## src/rtl/seq_mult_ctrl_pkg.sv

```systemverilog
// Shared definitions for the sequential shift-add multiplier controller.
package seq_mult_ctrl_pkg;

    // Controller states; the encodings are fixed so other blocks can decode them.
    typedef enum logic [1:0] {
        IDLE = 2'd0,
        RUN  = 2'd1,
        DONE = 2'd2
    } state_t;

    // Number of bits needed to hold the values 0 .. value-1.
    function automatic int clog2(input int value);
        int result;
        result = 0;
        while ((1 << result) < value) begin
            result = result + 1;
        end
        return result;
    endfunction

endpackage

```

## src/rtl/seq_mult_ctrl_mq_4bit.sv

```systemverilog
// Existing 4-bit partial-product generator: multiplicand gated by one multiplier bit.
module mq_4bit
    import seq_mult_ctrl_pkg::*;
(
    input  logic [3:0] mcand_i,
    input  logic       mbit_i,
    output logic [3:0] pp_o
);

    // Broadcast the selected multiplier bit across every multiplicand bit.
    always_comb begin
        pp_o = mcand_i & {4{mbit_i}};
    end

endmodule

```

## src/rtl/seq_mult_ctrl.sv

```systemverilog
// Sequential shift-add multiplier: one partial product per cycle over WIDTH cycles.
module seq_mult_ctrl
    import seq_mult_ctrl_pkg::*;
#(
    parameter int WIDTH = 4
) (
    input  logic               clk,
    input  logic               rst_n,
    input  logic               start,
    input  logic               abort,
    input  logic [WIDTH-1:0]   a,
    input  logic [WIDTH-1:0]   b,
    output logic               busy,
    output logic               done,
    output logic [2*WIDTH-1:0] product
);

    localparam int CW = clog2(WIDTH);
    localparam int PW = 2 * WIDTH;
    localparam logic [CW-1:0] LAST_BIT = CW'(WIDTH - 1);

    state_t          state_q,   state_d;
    logic [WIDTH-1:0] a_q,      a_d;
    logic [WIDTH-1:0] b_q,      b_d;
    logic [CW-1:0]    cnt_q,    cnt_d;
    logic [PW-1:0]    acc_q,    acc_d;
    logic [PW-1:0]    product_q, product_d;

    logic             multBit;
    logic [WIDTH-1:0] partialProd;
    logic [PW-1:0]    shiftedProd;
    logic [PW-1:0]    accSum;

    assign multBit = b_q[cnt_q];

    // The 4-bit build reuses the existing generator; other widths use an equivalent AND array.
    generate
        if (WIDTH == 4) begin : gMq4
            mq_4bit uMq4 (
                .mcand_i (a_q),
                .mbit_i  (multBit),
                .pp_o    (partialProd)
            );
        end else begin : gMqGeneric
            for (genvar i = 0; i < WIDTH; i++) begin : gBit
                assign partialProd[i] = a_q[i] & multBit;
            end
        end
    endgenerate

    // Align the current partial product to its bit weight and add it to the running sum.
    always_comb begin
        shiftedProd = {{WIDTH{1'b0}}, partialProd} << cnt_q;
        accSum      = acc_q + shiftedProd;
    end

    // State, operand, counter, accumulator and result registers.
    always_ff @(posedge clk or negedge rst_n) begin
        if (!rst_n) begin
            state_q   <= IDLE;
            a_q       <= '0;
            b_q       <= '0;
            cnt_q     <= '0;
            acc_q     <= '0;
            product_q <= '0;
        end else begin
            state_q   <= state_d;
            a_q       <= a_d;
            b_q       <= b_d;
            cnt_q     <= cnt_d;
            acc_q     <= acc_d;
            product_q <= product_d;
        end
    end

    // Next-state logic: accept in IDLE/DONE, accumulate one bit per cycle in RUN, abort only in RUN.
    always_comb begin
        state_d   = state_q;
        a_d       = a_q;
        b_d       = b_q;
        cnt_d     = cnt_q;
        acc_d     = acc_q;
        product_d = product_q;

        case (state_q)
            IDLE, DONE: begin
                if (start) begin
                    a_d     = a;
                    b_d     = b;
                    acc_d   = '0;
                    cnt_d   = '0;
                    state_d = RUN;
                end else begin
                    state_d = IDLE;
                end
            end
            RUN: begin
                if (abort) begin
                    product_d = '0;
                    state_d   = IDLE;
                end else begin
                    acc_d = accSum;
                    if (cnt_q == LAST_BIT) begin
                        cnt_d     = '0;
                        product_d = accSum;
                        state_d   = DONE;
                    end else begin
                        cnt_d = cnt_q + CW'(1);
                    end
                end
            end
            default: begin
                state_d = IDLE;
            end
        endcase
    end

    assign busy    = (state_q == RUN);
    assign done    = (state_q == DONE);
    assign product = product_q;

endmodule
```

## config.mk

```make
export PLATFORM = sky130hd
export DESIGN_NAME = seq_mult_ctrl
export DESIGN_NICKNAME = d
export VERILOG_FILES = /design/src/rtl/seq_mult_ctrl_pkg.sv /design/src/rtl/seq_mult_ctrl_mq_4bit.sv /design/src/rtl/seq_mult_ctrl.sv
export SDC_FILE = /design/constraint.sdc
export NUM_CORES = 1
export LEC_CHECK = 0
export CAP_MARGIN = 40
export CORE_MARGIN = 2
export CORE_UTILIZATION = 58
export CTS_CLUSTER_DIAMETER = 100
export CTS_CLUSTER_SIZE = 30
export DETAILED_ROUTE_END_ITERATION = 10
export GPL_ROUTABILITY_DRIVEN = 0
export HOLD_SLACK_MARGIN = 0.03
export PLACE_DENSITY = 0.89
export REMOVE_ABC_BUFFERS = 1
export SETUP_SLACK_MARGIN = 0.5
export SLEW_MARGIN = 10
export SYNTH_ARGS = -nofsm -noshare
export SYNTH_HDL_FRONTEND = slang
export SYNTH_SLANG_ARGS = --single-unit
export TNS_END_PERCENT = 20
```

## constraint.sdc

```tcl
create_clock -name clk -period 7.4 [get_ports clk]
set_input_delay 1.48 -clock clk [delete_from_list [all_inputs] [get_ports clk]]
set_output_delay 1.48 -clock clk [all_outputs]
set_load 0.02 [all_outputs]
```

Yosys cells after proc, flatten, opt, wreduce, memory -nomap -nowiden:

Cells that the tools add are included.

* register bits: 28
* latch bits: 0
* bits in writable memories: 0
* ROM bits: 0
* input port bits: 12
* output and inout port bits: 10
* logic and storage cells: 39
* memories kept: 0

* add/subtract/negate cells: 2
* multiply operators: 0
* div/mod/pow operators: 0
* $lt $le $gt $ge: 1
* eq/ne operators: 6
* shift-type cells: 1
* muxes and demuxes: 15
* bitwise operators: 1
* reduce and logical (&&, ||, !) cells: 7

Operators by type and width (count)
* two-way mux 8 bit: 4
* one-hot mux 8 bit (2 select lines): 1
* two-way mux 2 bit: 5
* adder 8 bit: 1
* one-hot mux 2 bit (2 select lines): 2
* left shift 4 x 2 -> 8 bit: 1
* AND 4 bit: 1
* equality test 2 bit (second input constant): 2
* inequality test 2 bit (second input constant): 2
* AND reduction 2 bit: 2
* nonzero test 2 bit: 2
* < comparator 2 x 3 -> 1 bit (second input constant): 1
* inequality test 3 x 2 -> 1 bit (second input constant): 1
* AND reduction 3 bit: 1
* adder 2 x 1 -> 2 bit (second input constant): 1
* binary-select mux 1 bit (select 2 bit): 1
* equality test 2 x 1 -> 1 bit (second input constant): 1
* logical NOT 2 bit: 1
* two-way mux 1 bit: 2
* OR reduction 2 bit: 1

Longest topological paths before layout:

Gate-level depths: netlist of the first run.

* depth after elaboration: 7
* depth in mapped cells: 11
* mapped depth without buffers: 10

Cells and area by module:

Synthesis of the first run repeated with hierarchy kept, for this count alone.

* cell total of the unflattened synthesis: 150
* area, all modules: 1545.2 um^2

Modules (own cells, without submodules)
* seq_mult_ctrl: instances 1, cells each 146, area each 1520.2 um^2, seq. area each 700.7 um^2
* mq_4bit: instances 1, cells each 4, area each 25.0 um^2, seq. area each 0.0 um^2

Worst setup path after synthesis of the first run:

Ideal clock, no wire load.

* kind: flip-flop to flip-flop
* start point: register cnt_q[0]
* end point: register product_q[6] (netlist: product[6])
* library setup time: 0.129 ns
* arrival time: 2.286 ns
* required time: 7.271 ns
* slack: 4.985 ns
* stages on the path, launching flop included: 9
* buffers on the path: 0
* period minus slack after synthesis: 2.415 ns
* cells stage by stage: dfrtp_1 > mux4_2 > nor3b_1 > fa_1 > a211oi_1 > o21bai_1 > a21oi_1 > xor2_1 > o21ai_0

* word-level cells in the longest chain between the ends: 7
* elaborated cells on any way between the ends: 10
* those cells by class: 1 x add/sub; 1 x eq/ne; 1 x shift; 4 x mux; 1 x bitwise; 2 x reduce/logical

Ends and longest elaborated chain
* start: declaration: RTL line seq_mult_ctrl.sv:25 `logic [CW-1:0] cnt_q, cnt_d;`
* start signal: assignment: RTL line seq_mult_ctrl.sv:70 `cnt_q <= cnt_d;`
* binary-select mux 1 bit (select 2 bit): RTL line seq_mult_ctrl.sv:34 `assign multBit = b_q[cnt_q];`
* two-way mux 1 bit (implied by the code): RTL line seq_mult_ctrl.sv:34
* AND 4 bit: RTL line seq_mult_ctrl_mq_4bit.sv:12 `pp_o = mcand_i & {4{mbit_i}};`
* left shift 4 x 2 -> 8 bit: RTL line seq_mult_ctrl.sv:53 `shiftedProd = {{WIDTH{1'b0}}, partialProd} << cnt_q;`
* adder 8 bit: RTL line seq_mult_ctrl.sv:54 `accSum = acc_q + shiftedProd;`
* two-way mux 8 bit: RTL line seq_mult_ctrl.sv:103 `if (cnt_q == LAST_BIT) begin`
* two-way mux 8 bit: RTL line seq_mult_ctrl.sv:98 `if (abort) begin`
* end signal: assignment: RTL line seq_mult_ctrl.sv:72 `product_q <= product_d;`
* end: declaration: RTL line seq_mult_ctrl.sv:27 `logic [PW-1:0] product_q, product_d;`

Parallel ways exist; a longest one is shown, timed or not. The select of a mux whose other input is x is not followed.
A chain may end at the register's enable or synchronous reset.

Final worst setup path of the first run:

* start point: register state_q[1]
* end point: output port busy

* word-level cells in the longest chain between the ends: 1

Ends and longest elaborated chain
* start: declaration: RTL line seq_mult_ctrl.sv:22 `state_t state_q, state_d;`
* start signal: assignment: RTL line seq_mult_ctrl.sv:67 `state_q <= state_d;`
* equality test 2 x 1 -> 1 bit: RTL line seq_mult_ctrl.sv:118 `assign busy = (state_q == RUN);`
* end: declaration: RTL line seq_mult_ctrl.sv:13 `output logic busy,`

Every way passes these cells.

==> metrics.txt, run 1 <==
status complete, no violations; worst hold start product[2]$_DFFE_PN0P_; FP Rows 18; number of diodes 0; Synth Area in XOR/XNOR 0.0334; Synth Area per Inst 10.1 um2; synth warn 0; reg-to-reg endpoint acc_q[6]$_DFFE_PN0P_; boundary pin count 22; Setup Buffers After CTS 0; WHS Endpoint product[2]$_DFFE_PN0P_; Worst Setup Start Kind flip-flop; critical path class reg2out; antenna violations before repair 0; Skew-Pair Late Insertion Delay 0.32 ns; WP buf/inv 2; reg2reg start cnt_q[0]$_DFFE_PN0P_; delay-heaviest family, CP buffers and inverters; EDFF count, synth 0; Static Leak around 0.8 nW; Rel. slew slack 0.473; max_cap viols 0; core utilization of the finished layout 0.713; port bufs 21; setup violators final 0; Area Overhead vs Synth 14.3%; worst hold-check path type reg2reg; post-synthesis simple-gate area fraction 0.169; antenna-violating nets left 0; crit path DAT 1.83 ns; grt total ovfl 0; Design Area, Final 1800 um2; Synth Instances around 160; total power 0.580 mW; register area share after synthesis 0.446; clk root buf clkbuf_4; Num CTS Buffers 3; unique cell type count in the Yosys netlist 39; most frequent cells in the layout dfrtp_1, clkdlybuf4s50_1, o21ai_0; post-synthesis register bit count 28; DR pass1 iterations 4; WP data required between 5 and 6 ns; Post-CTS Hold Fix Bufs 0; Pwr Density 323 nW/um2; Via Count approximately 1,300; Worst Tran Pin Value approximately 0.8 ns; vias in the first global route roughly 1,300; fraction of layout cells with a size suffix above 1 0.116; global-route wire length before repair around 5700 um; fin crit share 0.447; clock sinks 28; Final HPWL DP 2440 um; Fmax 302 MHz; Final Hold Fails 0; Die X 56.1 um; largest net degree at the start of global routing 29; worst vdd ir 0.000240 V; Yosys top cell area share 0.446; R2R setup slack 4.38 ns; Clk pin slew, worst setup/hold paths 0.14 ns; Compound-Gate Fraction of Synth Area 0.136; worst hold slack 0.526 ns; Post-Synthesis Cell Area 1570 um2; Max FO, Critical Path 11; CTS tree yes; Die Height 56.1 um; mux cell area share after synthesis 0.0986; Area after DPL 1780 um2; Crit-path slowest cell clkdlybuf4s50_1; dominant cells by area after synthesis dfrtp_1, mux2_2, ha_1; largest family of logic cells by synthesized area simple AND/OR/NAND/NOR gates; Via density 6.23; unrepaired setup endpoints after global routing no; Worst setup EP type output pin; Core ar. 2520 um2; die footprint between 3000 and 4000 um2; Hold Path Depth 2; Most used DFF post-synth dfrtp_1; # DRC 0; Synth area leader dfrtp_1; Fillers around 180; clk_skew ~0.0056 ns; Tmin final between 3 and 4 ns; worst reg-to-reg path cell count 8; GRT Total Usage 0.227; Crit path largest cell delay between 0.6 and 0.7 ns; commonest non-fill, non-tap cell in the layout dfrtp_1; ys async rst share 1.00; Initial Util 0.624; average wire per standard cell roughly 16 um; CTS Buffer Depth 2; Critical Path, Cell by Cell nand2b_1 > inv_2 > clkdlybuf4s50_1; NumNets Final 196; Total Wirelength about 3200 um; Slew Limit Fails 0; post-CTS sizing 0; Setup TNS 0 ns; # H-tree levels 1; DRT iter0 DRCs 37; Adder-Cell Fraction of Synth Area 0.0764
-- cells by family (layout without fill, tap and decap cells) --
group	count (synthesis)	count (layout)
DFF	28	28
and+or+nand+nor	51	51
muxes	13	13
AOI/OAI and AO/OA	38	38
buffers and inverters	11	28
adders and majority gates	9	9
xor gates and xnor gates	6	6
-- cells in the mapped netlist, drive strengths merged (3+ instances only) --
master   n
dfrtp   28
o21ai   22
nand2   18
nand3   14
mux2    10
a21oi    9
ha       8
buf      5
and3     3
clkbuf   3
inv      3
nand2b   3
nor2     3
xnor2    3
xor2     3
-- through the flow --
step                      std cells  setup slack (ns)
after floorplan                 148              4.79
after global placement          200              4.42
after detailed placement        200              4.36
after CTS                       203              4.10
after global routing            203              4.01
final                           203              4.09
-- report_power, final --
part	leakage, nW	internal (mW)	switching, mW
logic	0.433	0.127	0.150
registers	0.363	0.196	0.0458
clock network	0.0138	0.0191	0.0420
total	0.809	0.342	0.238
-- registers in the layout, summed over array words and instances (netlist names) --
register	flops
a_q	4
product	8
acc_q	8
state_q	2
cnt_q	2
b_q	4
-- worst register-to-register path, stage by stage, from the launching register on --
cell and delay, ns:
dfrtp_1 0.66, mux4_2 0.62, nor3b_1 0.19, fa_1 0.48, a211oi_1 0.30, o21bai_1 0.14, a21oi_1 0.18, xor2_1 0.21
o21ai_0 0.11
-- per-layer routing --
| layer | part of all wire | wire length, um | vias to the layer above | global-route usage |
|---|---|---|---|---|
| met5 | 0 | 0 | - | 0 |
| met4 | 0.041 | 133 | 0 | 0.129 |
| met3 | 0.052 | 169 | 18 | 0.0395 |
| met2 | 0.50 | 1620 | 48 | 0.403 |
| met1 | 0.41 | 1310 | 608 | 0.253 |
| li1 | - | - | 591 | - |
-- layout make-up --
class	count	area (um2)	share of cell area
Inverter	3	11.3	0.00626
Sequential cell	28	701	0.390
Timing Repair Buffer	22	218	0.121
Tap cell	30	37.5	0.0209
Clock buffer	3	22.5	0.0125
Multi-Input combinational cell	117	808	0.450
-- worst max-delay path by stage --
stage / from / endpoint / depth (start not counted)
after floorplan: cnt_q[0]$_DFFE_PN0P_ / acc_q[6]$_DFFE_PN0P_ / 8
final: state_q[1]$_DFFE_PN0P_ / busy / 3
after detailed placement: abort / acc_q[7]$_DFFE_PN0P_ / 4
after global routing: state_q[1]$_DFFE_PN0P_ / busy / 3
after CTS: state_q[1]$_DFFE_PN0P_ / busy / 3
after global placement: abort / acc_q[7]$_DFFE_PN0P_ / 4
Note: power is estimated with default switching activity, not from simulation.
==> run 2, diff against run 1 <==
Settings changed: CORE_UTILIZATION 58 to 48, PLACE_DENSITY 0.89 to 0.79.
Clock period 7.4 ns to 2.81 ns, I/O delays scaled along.
==> run 2 against run 1 <==
Non-clock buffer count is 6 higher; clock power increased to 2.6 times the previous value; utilization fell by 9.4 points; critical path depth rose by 5; clock skew decreased by 0.00094 ns; first-iteration DRC count increased by 51%; worst setup slack lost 3.7 ns; clock-buffer cell count unchanged; critical path type is now reg2reg; largest cell class unchanged; largest power group unchanged.
==> metrics.txt, run 2 (synthesized netlist as in run 1, its figures left out) <==
# H-tree levels 1 (unchanged); antenna violations before repair 0 (unchanged); Via Count 1,214 (was 1,265); Setup TNS 0 ns (unchanged); clk root buf clkbuf_4 (unchanged); Final Hold Fails 0 (unchanged); Die Height 61.2 um (was 56.1 um); CTS tree yes (unchanged); Total Wirelength 2970 um (was 3230 um); fraction of layout cells with a size suffix above 1 0.196 (was 0.116); Critical Path, Cell by Cell mux4_2 > nor3b_4 > fa_2 > a211oi_2 > o21bai_1 > a21oi_1 > xor2_1 > o21ai_1 (was nand2b_1 > inv_2 > clkdlybuf4s50_1); pre-CTS WS 0.285 ns (was 4.36 ns); worst vdd ir 0.000406 V (was 0.000240 V); max_cap viols 0 (unchanged); unrepaired setup endpoints after global routing yes (was no); Area Overhead vs Synth 21.2% (was 14.3%); Final HPWL DP 2270 um (was 2440 um); Worst Setup Start Kind flip-flop (unchanged); worst hold slack 0.517 ns (was 0.526 ns); average wire per standard cell 13.3 um (was 15.9 um); Skew-Pair Late Insertion Delay 0.32 ns (about the same); NumNets Final 202 (was 196); FP Rows 20 (was 18); Pwr Density 845 nW/um2 (was 323 nW/um2); CTS Buffer Depth 2 (unchanged); Num CTS Buffers 3 (unchanged); final worst setup slack 0.441 ns (was 4.09 ns); Crit path largest cell delay 0.55 ns (was 0.61 ns); grt total ovfl 0 (unchanged); WP data required 3.01 ns (was 5.92 ns); boundary pin count 22 (unchanged); Worst setup EP type flip-flop (was output pin); delay-heaviest family, CP multiplexers (was buffers and inverters); number of diodes 0 (unchanged); core utilization of the finished layout 0.619 (was 0.713); Die X 61.2 um (was 56.1 um); worst hold-check path type reg2reg (unchanged); Via density 5.44 (was 6.23); global-route wire length before repair 5120 um (was 5680 um); Crit-path slowest cell mux4_2 (was clkdlybuf4s50_1); WP buf/inv 0 (was 2); clock sinks 28 (unchanged); Static Leak 0.838 nW (was 0.809 nW); vias in the first global route 1,195 (was 1,327); DR pass1 iterations 4 (unchanged); Post-CTS Hold Fix Bufs 0 (unchanged); antenna-violating nets left 0 (unchanged); largest net degree at the start of global routing 29 (unchanged); clk_skew 0.00468 ns (was 0.00562 ns); crit path DAT 2.57 ns (was 1.83 ns); critical path class reg2reg (was reg2out); Tmin final 2.37 ns; Slew Limit Fails 0 (unchanged); DRT iter0 DRCs 56 (was 37); Worst Tran Pin Value 0.832 ns (was 0.791 ns); most frequent cells in the layout dfrtp_1, clkdlybuf4s50_1, o21ai_0 (unchanged); # DRC 0 (unchanged); GRT Total Usage 0.182 (was 0.227); setup violators final 0 (unchanged); Max FO, Critical Path 5 (was 11); fin crit share 0.843; R2R setup slack 0.44 ns (was 4.38 ns); Clk pin slew, worst setup/hold paths 0.13 ns (was 0.14 ns); Core ar. 3080 um2 (was 2520 um2); Initial Util 0.511 (was 0.624); die footprint 3750 um2 (was 3140 um2); commonest non-fill, non-tap cell in the layout dfrtp_1 (unchanged); port bufs 21 (unchanged); Rel. slew slack 0.446 (was 0.473); status complete, no violations (unchanged); Fmax 422 MHz
## run 2: where the power goes
group | leakage [nW] | total (mW) | internal [mW] | switching [mW]
sequential | 0.362 | 0.607 | 0.518 | 0.0887
combinational | 0.462 | 0.844 | 0.403 | 0.441
clock | 0.0138 | 0.159 | 0.0503 | 0.109
## run 2: layer usage
| metal | share of wire | up-vias | global-route usage |
|---|---|---|---|
| li1 | - | 599 | - |
| met1 | 0.45 | 576 | 0.223 |
| met2 | 0.50 | 36 | 0.334 |
| met3 | 0.041 | 3 | 0.0294 |
| met4 | 0.0071 | 0 | 0.0373 |
| met5 | 0 | - | 0 |
## run 2: layout make-up
type | count | area (um2)
fillers | 255 | 1170
flip-flops and latches | 28 | 702
repair buffers | 28 | 263
clock buffers | 3 | 22.5
multi-input cells | 117 | 852
inverters | 3 | 11.3
well taps | 44 | 55.1
## run 2: path summary, 6_finish.rpt
| path | to | start | depth (start not counted) |
|---|---|---|---|
| min in group asynchronous | acc_q[5]$_DFFE_PN0P_ | rst_n | 2 |
| hold reg to reg | b_q[2]$_DFFE_PN0P_ | b_q[2]$_DFFE_PN0P_ | 1 |
| hold / removal | b_q[2]$_DFFE_PN0P_ | b_q[2]$_DFFE_PN0P_ | 1 |
| setup reg to reg | acc_q[6]$_DFFE_PN0P_ | cnt_q[0]$_DFFE_PN0P_ | 8 |
| setup / recovery | acc_q[6]$_DFFE_PN0P_ | cnt_q[0]$_DFFE_PN0P_ | 8 |
| max in group asynchronous | cnt_q[1]$_DFFE_PN0P_ | rst_n | 2 |
## run 2: metrics by stage
stage / instance area, um2 / std cells / power [mW]
after CTS: 1870 / 221 / 1.57
final: 1910 / 223 / 1.61
after detailed placement: 1810 / 216 / 1.37
after global routing: 1910 / 223 / 1.74
after global placement: 1810 / 216 / 1.35
after floorplan: 1520 / 148 / 1.14
## run 2: timing repair
item / in CTS / in global routing
buffers inserted: 2 / 2
gates resized for setup: 6 / 6
pin swaps: 3 / 5
endpoints found under the setup margin: 8 / 11
==> run 3, diff against run 2 <==
Settings changed: CORE_UTILIZATION 48 to 54, PLACE_DENSITY 0.79 to 0.84.
Clock period 2.81 ns to 2.46 ns, I/O delays scaled along.
==> run 3 against run 2 <==
Clock skew is 0.0051 ns higher; wire length increased by 19%; sequential share of layout area down 1.8 points; sequential power is 17% higher; register-to-register slack worse by 0.36 ns; clock-buffer cell count is the same; non-clock buffer count rose by 2; largest power group unchanged; highest routed layer unchanged.
==> metrics.txt, run 3 (synthesized netlist as in run 1, its figures left out) <==
status complete, no violations (unchanged); # H-tree levels 1 (unchanged); worst vdd ir 0.000637 V (was 0.000406 V); DR pass1 iterations 4 (unchanged); Fmax 421 MHz (was 422 MHz); antenna-violating nets left 0 (unchanged); commonest non-fill, non-tap cell in the layout dfrtp_1 (unchanged); clock sinks 28 (unchanged); average wire per standard cell 16.7 um (was 13.3 um); largest net degree at the start of global routing 29 (unchanged); final cell count without fillers 212 (was 223); Via density 6.08 (was 5.44); Slew Limit Fails 0 (unchanged); grt total ovfl 0 (unchanged); pre-CTS WS -0.0274 ns (was 0.285 ns); most frequent cells in the layout dfrtp_1, clkdlybuf4s50_1, nand2_1 (was dfrtp_1, clkdlybuf4s50_1, o21ai_0); DRT iter0 DRCs 46 (was 56); worst hold-check path type in2async (was reg2reg); Num CTS Buffers 3 (unchanged); global-route wire length before repair 5950 um (was 5120 um); Worst Setup Start Kind flip-flop (unchanged); antenna violations before repair 0 (unchanged); boundary pin count 22 (unchanged); max_cap viols 0 (unchanged); CTS tree yes (unchanged); Final Hold Fails 0 (unchanged); Pwr Density 1060 nW/um2 (was 845 nW/um2); Final HPWL DP 2370 um (was 2270 um); Die X 58.0 um (was 61.2 um); Design Area, Final 2000 um2 (was 1910 um2); Area after DPL 1820 um2 (was 1810 um2); number of diodes 0 (unchanged); NumNets Final 204 (was 202); FP Rows 19 (was 20); Crit-path slowest cell mux4_2 (unchanged); critical path class reg2reg (unchanged); Core ar. 2760 um2 (was 3080 um2); crit path DAT 2.60 ns (was 2.57 ns); Critical Path, Cell by Cell mux4_2 > buf_4 > o211a_1 > ha_4 > o21ai_0 > o21bai_1 > a21oi_1 > xor2_1 > o21ai_1 (was mux4_2 > nor3b_4 > fa_2 > a211oi_2 > o21bai_1 > a21oi_1 > xor2_1 > o21ai_1); die footprint 3360 um2 (was 3750 um2); Initial Util 0.570 (was 0.511); Crit path largest cell delay 0.51 ns (was 0.55 ns); GRT Total Usage 0.229 (was 0.182); fin crit share 0.967 (was 0.843); vias in the first global route 1,302 (was 1,195); Rel. slew slack 0.567 (was 0.446); clk root buf clkbuf_4 (unchanged); Static Leak 0.876 nW (was 0.838 nW); clk_skew 0.00978 ns (was 0.00468 ns); unrepaired setup endpoints after global routing yes (unchanged); fraction of layout cells with a size suffix above 1 0.265 (was 0.196); final worst setup slack 0.0821 ns (was 0.441 ns); Worst setup EP type flip-flop (unchanged); setup violators final 0 (unchanged); Area Overhead vs Synth 27.4% (was 21.2%); dpl cells 207 (was 216); Total Wirelength 3550 um (was 2970 um); Via Count 1,290 (was 1,214); WP data required 2.69 ns (was 3.01 ns); # DRC 0 (unchanged); core utilization of the finished layout 0.727 (was 0.619); R2R setup slack 0.08 ns (was 0.44 ns); Fillers 196 (was 255); total power 2.13 mW (was 1.61 mW); Clk pin slew, worst setup/hold paths 0.15 ns (was 0.13 ns); Tmin final 2.38 ns (was 2.37 ns); CTS Buffer Depth 2 (unchanged); Skew-Pair Late Insertion Delay 0.33 ns (was 0.32 ns); Die Height 58.0 um (was 61.2 um); port bufs 21 (unchanged); Max FO, Critical Path 4 (was 5); Worst Tran Pin Value 0.650 ns (was 0.832 ns)
==> run 3: changes by cell type in the layout (fill, tap and decap cells not counted), sizes merged <==
cell | previous run | this run
buf | 7 | 9
dlymetal6s2s | 0 | 2
clkdlybuf4s50 | 21 | 19
==> run 3: power by group <==
group / switching, mW / internal [mW] / total [mW]
registers: 0.121 / 0.592 / 0.713
logic: 0.628 / 0.596 / 1.22
clock network: 0.133 / 0.0576 / 0.191
total: 0.882 / 1.25 / 2.13
==> run 3: path summary, 6_finish.rpt <==
path | start | end | depth (start not counted)
min in group clk | product[4]$_DFFE_PN0P_ | product[4]$_DFFE_PN0P_ | 2
max in group asynchronous | rst_n | cnt_q[1]$_DFFE_PN0P_ | 2
setup reg to reg | b_q[3]$_DFFE_PN0P_ | acc_q[6]$_DFFE_PN0P_ | 9
hold reg to reg | product[4]$_DFFE_PN0P_ | product[4]$_DFFE_PN0P_ | 2
setup / recovery | b_q[3]$_DFFE_PN0P_ | acc_q[6]$_DFFE_PN0P_ | 9
hold / removal | rst_n | product[4]$_DFFE_PN0P_ | 2
==> run 3: stage by stage <==
stage,TNS [ns],hold WS (ns)
after floorplan,-0.281,0.196
after global placement,0,0.487
after detailed placement,-0.0303,0.505
after CTS,0,0.538
after global routing,-0.0925,0.548
final,0,0.518
==> run 3: metal layers <==
layer  track usage  routed length [um]  vias up  part of all wire
met5             0                   0        -                 0
met4        0.0864                  55        0             0.016
met3        0.0290                 134        7             0.038
met2         0.420                1880       39              0.53
met1         0.272                1480      639              0.42
li1              -                   -      605                 -
==> run 3: worst max-delay path, delay by kind of cell (launching register included) <==
kind	cells	cell delay, ns
xor gates and xnor gates	1	0.21
AOI/OAI and AO/OA	5	0.72
buffers and inverters	1	0.16
DFF	1	0.43
muxes	1	0.51
adders and majority gates	1	0.25
==> run 3: area by class of cell <==
| cell class | count | area [um2] | area share |
|---|---|---|---|
| Timing Repair Buffer | 30 | 287 | 0.143 |
| Clock buffer | 3 | 22.5 | 0.0112 |
| Tap cell | 31 | 38.8 | 0.0194 |
| Multi-Input combinational cell | 117 | 943 | 0.471 |
| Sequential cell | 28 | 702 | 0.350 |
| Inverter | 3 | 11.3 | 0.00562 |
==> run 3: repair_timing <==
action                                  in CTS  in global routing
hold endpoints to repair                     0                  0
hold buffers                                 0                  0
resized for setup                           18                 17
pin swaps                                    9                  6
setup buffers                                2                  0
endpoints found under the setup margin      14                 15
